===== config.mk =====
export PLATFORM = sky130hd
export DESIGN_NAME = hazard_stall_controller
export DESIGN_NICKNAME = d
export VERILOG_FILES = /design/src/rtl/hazard_stall_controller.sv
export SDC_FILE = /design/constraint.sdc
export NUM_CORES = 1
export LEC_CHECK = 0
export ABC_AREA = 1
export CAP_MARGIN = 5
export CORE_UTILIZATION = 30
export DETAILED_ROUTE_END_ITERATION = 8
export PLACE_DENSITY = 0.52
export SLEW_MARGIN = 20
export SYNTH_ARGS = -nofsm -noshare
export SYNTH_HDL_FRONTEND = slang
export SYNTH_SLANG_ARGS = --single-unit

===== constraint.sdc =====
create_clock -name clk -period 2.5 [get_ports clk]
set_clock_uncertainty 0.1 [all_clocks]
set_input_delay 0.5 -clock clk [delete_from_list [all_inputs] [get_ports clk]]
set_output_delay 0.5 -clock clk [all_outputs]
set_load 0.05 [all_outputs]

===== src/rtl/hazard_stall_controller.sv =====
// Pipeline sequencing controller for the 5-stage MIPS core.
// Detects hazards that forwarding cannot cover (load-use, branch operand
// not ready in ID, HI/LO still being produced), freezes PC and IF/ID,
// injects ID/EX bubbles, flushes IF/ID on redirects, and owns the
// multi-cycle multiply/divide unit's start/busy/done sequencing.
module hazard_stall_controller #(
   parameter int MUL_LAT = 4,
   parameter int DIV_LAT = 32,
   parameter int CNT_W   = 6
) (
   input  logic        clk,
   input  logic        rst_n,
   input  logic [4:0]  id_rs,
   input  logic [4:0]  id_rt,
   input  logic        id_uses_rs,
   input  logic        id_uses_rt,
   input  logic        id_is_branch,
   input  logic        id_is_muldiv,
   input  logic        id_is_div,
   input  logic        id_uses_hilo,
   input  logic        ex_reg_write,
   input  logic        ex_mem_read,
   input  logic [4:0]  ex_rd,
   input  logic        mem_mem_read,
   input  logic [4:0]  mem_rd,
   input  logic        redirect,
   output logic        pc_write,
   output logic        if_id_write,
   output logic        if_id_flush,
   output logic        id_ex_bubble,
   output logic        md_start,
   output logic        md_busy,
   output logic        md_done,
   output logic [31:0] stall_count
);

   typedef enum logic {IDLE, BUSY} state_t;

   // Busy-counter reload values: the unit stays BUSY for exactly LAT cycles.
   localparam logic [CNT_W-1:0] MUL_INIT = CNT_W'(MUL_LAT - 1);
   localparam logic [CNT_W-1:0] DIV_INIT = CNT_W'(DIV_LAT - 1);

   state_t           state, state_nx;
   logic [CNT_W-1:0] cnt, cnt_nx;
   logic             md_done_nx;
   logic             ex_match, mem_match;
   logic             load_use, br_haz, md_haz, stall;

   // Operand-match and hazard classification for the instruction in ID.
   always_comb begin
      // NOTE: every signal assigned in a combinational block gets a default
      // first so no path leaves it unassigned and a latch is never inferred.
      ex_match  = 1'b0;
      mem_match = 1'b0;
      if (ex_rd != 5'd0)
         ex_match = (id_uses_rs && (ex_rd == id_rs)) ||
                    (id_uses_rt && (ex_rd == id_rt));
      if (mem_rd != 5'd0)
         mem_match = (id_uses_rs && (mem_rd == id_rs)) ||
                     (id_uses_rt && (mem_rd == id_rt));
      load_use = ex_mem_read && ex_match;
      br_haz   = id_is_branch &&
                 ((ex_reg_write && ex_match) || (mem_mem_read && mem_match));
      md_haz   = (id_is_muldiv || id_uses_hilo) && (state == BUSY);
      stall    = load_use || br_haz || md_haz;
   end

   // Pipeline control outputs; a stall overrides any redirect flush.
   always_comb begin
      pc_write     = !stall;
      if_id_write  = !stall;
      id_ex_bubble = stall;
      if_id_flush  = redirect && !stall;
      md_start     = id_is_muldiv && !stall;
      md_busy      = (state == BUSY);
   end

   // Mul/div FSM next state, busy down-counter and done pulse.
   always_comb begin
      state_nx   = state;
      cnt_nx     = cnt;
      md_done_nx = 1'b0;
      case (state)
         IDLE: begin
            if (md_start) begin
               state_nx = BUSY;
               cnt_nx   = id_is_div ? DIV_INIT : MUL_INIT;
            end
         end
         BUSY: begin
            if (cnt != '0) begin
               cnt_nx = cnt - 1'b1;
            end else begin
               state_nx   = IDLE;
               md_done_nx = 1'b1;
            end
         end
         default: state_nx = IDLE;
      endcase
   end

   // State register, done pulse and saturating stall counter.
   always_ff @(posedge clk or negedge rst_n) begin
      // NOTE: every control register is cleared by reset so an abandoned
      // mul/div op can never raise md_done after reset is released.
      if (!rst_n) begin
         state       <= IDLE;
         cnt         <= '0;
         md_done     <= 1'b0;
         stall_count <= '0;
      end else begin
         // NOTE: sequential state uses non-blocking assignments so all
         // registers update together from pre-edge values.
         state   <= state_nx;
         cnt     <= cnt_nx;
         md_done <= md_done_nx;
         if (stall && (stall_count != 32'hFFFF_FFFF))
            stall_count <= stall_count + 32'd1;
      end
   end

endmodule


# ---- Yosys cells after proc, flatten, opt, wreduce, memory -nomap -nowiden
# Cells that the tools add are included.
dict set report word_totals {
  output_inout_bits 39
  ff_bits 40
}
dict set report op_classes {
  n_reduce_logical 23
  muxes 11
  addsub 2
  bitwise_logic 1
  n_eq_ne 7
}
# operator n
set op_table {}
lappend op_table {{adder 32 x 1 -> 32 bit (second input constant)} 1}
lappend op_table {{inequality test 32 bit (second input constant)} 1}
lappend op_table {{equality test 5 bit} 4}
lappend op_table {{logical AND 1 bit} 12}
lappend op_table {{two-way mux 6 bit} 2}
lappend op_table {{case mux 6 bit (2 select lines)} 1}
lappend op_table {{nonzero test 5 bit} 2}
lappend op_table {{logical OR 1 bit} 6}
lappend op_table {{two-way mux 1 bit} 6}
lappend op_table {{nonzero test 6 bit} 1}
lappend op_table {{subtractor 6 x 1 -> 6 bit (second input constant)} 1}
lappend op_table {{two-way mux 5 bit} 1}
lappend op_table {{inequality test 2 x 1 -> 1 bit (second input constant)} 1}
lappend op_table {{inequality test 2 bit (second input constant)} 1}
lappend op_table {{case mux 1 bit (2 select lines)} 1}
lappend op_table {{AND reduction 2 bit} 1}
lappend op_table {{zero test 1 bit} 1}
lappend op_table {{NOT 1 bit} 1}

# ---- Logic depth before layout (Yosys ltp)
dict set report logic_depth {
  word_depth 13
  mapped_depth 14
  ltp_nobuf 13
}

# ---- Least setup slack after synthesis
# No wires, ideal clock.
dict set report synth_path {
  kind {register to output}
  from {reg state, in the netlist md_busy}
  to {out pc_write}
  n_path_buf 2
  path_slack_ns -0.309
  t_arrival_ns 2.209
  path_stages_with_launch 6
  required_ns 1.900
  cell_sequence {dfrtp_1 o21ai_0 nand3_1 buf_2 inv_1 buf_4}
}
dict set report synth_between {
  elab_chain_cells 3
}
# item line
set synth_lines {}
lappend synth_lines {{start: declaration} 43} ;# state_t state, state_nx;
lappend synth_lines {{start signal: assignment} 114} ;# state <= state_nx;
lappend synth_lines {{logical AND 1 bit} 64} ;# md_haz = (id_is_muldiv || id_uses_hilo) && (state == BUSY);
lappend synth_lines {{logical OR 1 bit} 65} ;# stall = load_use || br_haz || md_haz;
lappend synth_lines {{via id_ex_bubble} 30} ;# output logic id_ex_bubble,
lappend synth_lines {{zero test 1 bit} --}
lappend synth_lines {{end: declaration} 27} ;# output logic pc_write,
# The timed path passes the listed nets, and every way through them passes these cells.

# ---- Final worst setup path
dict set report layout_path {
  from {in ex_rd[1]}
  to {out pc_write}
}
dict set report layout_between {
  elab_chain_cells 10
}
# item line
set layout_lines {}
lappend layout_lines {{start: declaration} 23} ;# input logic [4:0] ex_rd,
lappend layout_lines {{equality test 5 bit (on tied branches)} {56, 57}}
lappend layout_lines {{logical AND 1 bit (on tied branches)} {56, 57}}
lappend layout_lines {{logical OR 1 bit} 56} ;# ex_match = (id_uses_rs && (ex_rd == id_rs)) ||
lappend layout_lines {{two-way mux 1 bit (*)} 55} ;# if (ex_rd != 5'd0)
lappend layout_lines {{logical AND 1 bit} 63} ;# ((ex_reg_write && ex_match) || (mem_mem_read && mem_match));
lappend layout_lines {{logical OR 1 bit} 63}
lappend layout_lines {{logical AND 1 bit} 62} ;# br_haz = id_is_branch &&
lappend layout_lines {{logical OR 1 bit (*) (2 in a row)} 65}
lappend layout_lines {{zero test 1 bit (*)} 70} ;# pc_write = !stall;
# Mark *: on every way between the ends. The rest lies on a longest branch, timed or not.

==> metrics.txt <==
Clock transition at path regs 0.09 ns; share of cells above drive strength 1 9.32%; Seq/Total Area, Yosys 33.7%; Seq pwr share 40.4%; CTS tree yes; Worst-Margin Slew 0.932 ns; # rows 35; largest net degree at the start of global routing 41; CTS Buf Count 5; DR vias 3120; storage element area 1000 um^2; Clock Latency Late Sink 0.30 ns; Pint 1200 uW; CP arrival 1.79 ns; ranking of synthesized cells by area dfrtp_1 (34%), nand2_1 (24%), nand3_1 (8.8%); outcome finished, final reports clean; Peak VDD IR 301 uV; worst-case reg-to-reg path depth 13; Slew Limit Fails 0; Leak 0.00202 uW; aggregate negative setup slack 0 ns; power per standard cell area 466 nW/um^2; Yosys top cell by area dfrtp_1; Max Cap Viol 0; Post-synth top cells nand2_1 (191), nand3_1 (52), inv_1 (46); # setup viols final 0; residual DRC count 0; Tmin final 2.39 ns; #FFs+latches synth 40; all-layer global routing usage 18.1%; most common cell in the netlist nand2_1; worst path cell trace dlygate4sd2_1 > inv_1 > nand2_1 > nand2_1 > nor2_2 > nand3_1 > nand2_1 > nand2_2 > nand3_4 > clkinvlp_4 > buf_12; synth warn 0; CP max stage delay 0.24 ns; root buf cell clkbuf_8; diode count 0; fin crit share 95.8%; Pre-Repair DR Iteration Count 4; Req. time, crit path 1.90 ns; Netlist cell types 28; num ports 71; CTS Hold Bufs 0; RSZ-0062 raised after global routing false; vias in the first global route 2976; CP Max Fanout 5; HP Class input pin to async pin; die area 10300 um^2; routed length per placed instance 12.9 um; Via density 4.62; Final Hold Viols 0; Comb pwr share 30.7%; P_sw 672 uW; Avg Inst Size Synth 6.37 um^2; Die Y 101 um; Post-Syn Nets 500; Remaining Overflow, GRT 0; switching share of power 36.0%; crit start category input pin; Non-Filler Instances 676; first-pass GRT wire length 14.4 mm; Nets 580; Main synth FF type dfrtp_1; number of synthesized flops with an enable pin 0; drt total wl 8.75 mm; Post-Place Cells 669; Area growth syn-to-layout 35.3%; Setup CP Type input pin to output port; PortBufs 70; Layout fillers 1042; Multi-input gate area 1730 um^2; # clock sinks 40; Max clock buf depth 2; most used cell, CP nand2_1; Post-DP HPWL 7.03 mm; critical path capture point type output port; Die Wd 101 um; initial antenna violation count 0; relative slew slack 37.9%; GPL Wtd Cong 0.952; initial core utilization 31.5%; FFs w/ async S/R, synth 100%; Mapped Area 2970 um^2; H-tree depth 2; crit path max-delay cell type dlygate4sd2_1; clock power share 28.9%; Core Box Area 9420 um^2; Fmax 0.418 GHz; synthesized instance count 466; area share of the largest cell type after synthesis 33.7%; Initial DRC Count 130; Routed Antenna Nets 0
==> critical path: cells and delay by family <==
| kind | cells | cell delay, ns |
|---|---|---|
| AND/OR/NAND/NOR | 7 | 0.66 |
| buffers and inverters | 4 | 0.64 |
==> power by group through the flow <==
stage / registers, uW / logic (uW) / clock network [uW]
after floorplan: 907 / 215 / 0
after global placement: 766 / 583 / 0
after detailed placement: 767 / 584 / 0
after CTS: 754 / 580 / 558
after global routing: 763 / 626 / 579
final: 754 / 574 / 540
==> worst paths after layout <==
path	start	end	slack [ns]
max in group asynchronous	rst_n	md_busy	1.43
worst max-delay path	ex_rd[1]	pc_write	0.11
worst min-delay path	rst_n	stall_count[7]	0.23
worst min register to register	cnt[0]	cnt[0]	0.40
worst max register to register	stall_count[1]	stall_count[25]	0.31
min in group clk	cnt[0]	cnt[0]	0.40
==> registers in the layout, indices dropped and copies added, names as in the netlist <==
name / count
cnt: 6
md_busy: 1
md_done: 1
stall_count: 32
==> cell families after synthesis <==
kind of cell,after synthesis,synth area share [%]
compound gates,13,2.28
xor+xnor,29,8.56
fa+ha+maj,2,0.843
buf+inv,60,8.73
flops,40,33.7
simple gates,322,45.8
==> routing by layer <==
metal	GRT usage (%)	vias up	part of all wire (%)	wire length (um)
met5	0	-	0	0
met4	3.57	0	0.63	55
met2	29.3	77	46	3980
li1	-	1611	-	-
met3	3.45	7	5.2	459
met1	25.1	1425	49	4250
==> cells in the final DEF (no fill, tap or decap) <==
master	instances
clkdlybuf4s50_1	41
buf_4	14
dfrtp_2	1
nor2_2	4
nand2_2	4
buf_2	1
o21ai_1	3
o21ai_0	7
dfrtp_1	39
xnor2_1	7
nand2_1	189
clkinv_2	2
clkbuf_1	1
dlygate4sd2_1	16
nand2_4	1
xor2_1	22
nor3_2	2
nor4_1	2
nor3_1	18
nand4_1	4
clkinvlp_4	1
bufinv_16	1
nand3_1	51
a21oi_1	2
nor2_4	1
nand3b_1	1
nand3_4	1
o21bai_1	1
inv_2	8
clkbuf_8	5
dlymetal6s2s_1	3
nor3b_1	1
ha_1	2
buf_12	4
nand3_2	1
inv_1	40
nor2_1	42
clkdlybuf4s15_1	4
==> layout make-up <==
cell class              instances  share of cell area [%]
well taps                     129                    4.02
clock buffers                   6                    1.81
multi-input cells             366                    43.1
flip-flops and latches         40                    25.0
repair buffers                 83                    20.4
inverters                      50                    4.80
clock inverters                 2                   0.873
==> stage by stage <==
step / util [%] / setup slack (ns) / power [uW] / instance area (um^2) / hold WS [ns]
3_3_place_gp: 41.5 / -0.212 / 1350 / 3910 / 0.369
3_5_place_dp: 41.5 / -0.248 / 1350 / 3910 / 0.386
6_report: 42.6 / 0.106 / 1870 / 4010 / 0.227
2_1_floorplan: - / 0.0411 / 1120 / 2990 / 0.104
4_1_cts: 42.6 / 0.0107 / 1890 / 4010 / 0.264
5_1_grt: 42.6 / 0.00689 / 1970 / 4010 / 0.322
==> timing repair <==
action | in CTS | in global routing
endpoints found under the setup margin | 5 | 4
buffers inserted | 0 | 0
pin swaps | 8 | 9
gates resized for setup | 33 | 7
cloned | 0 | 0
Power figures use the tool's default switching activity.
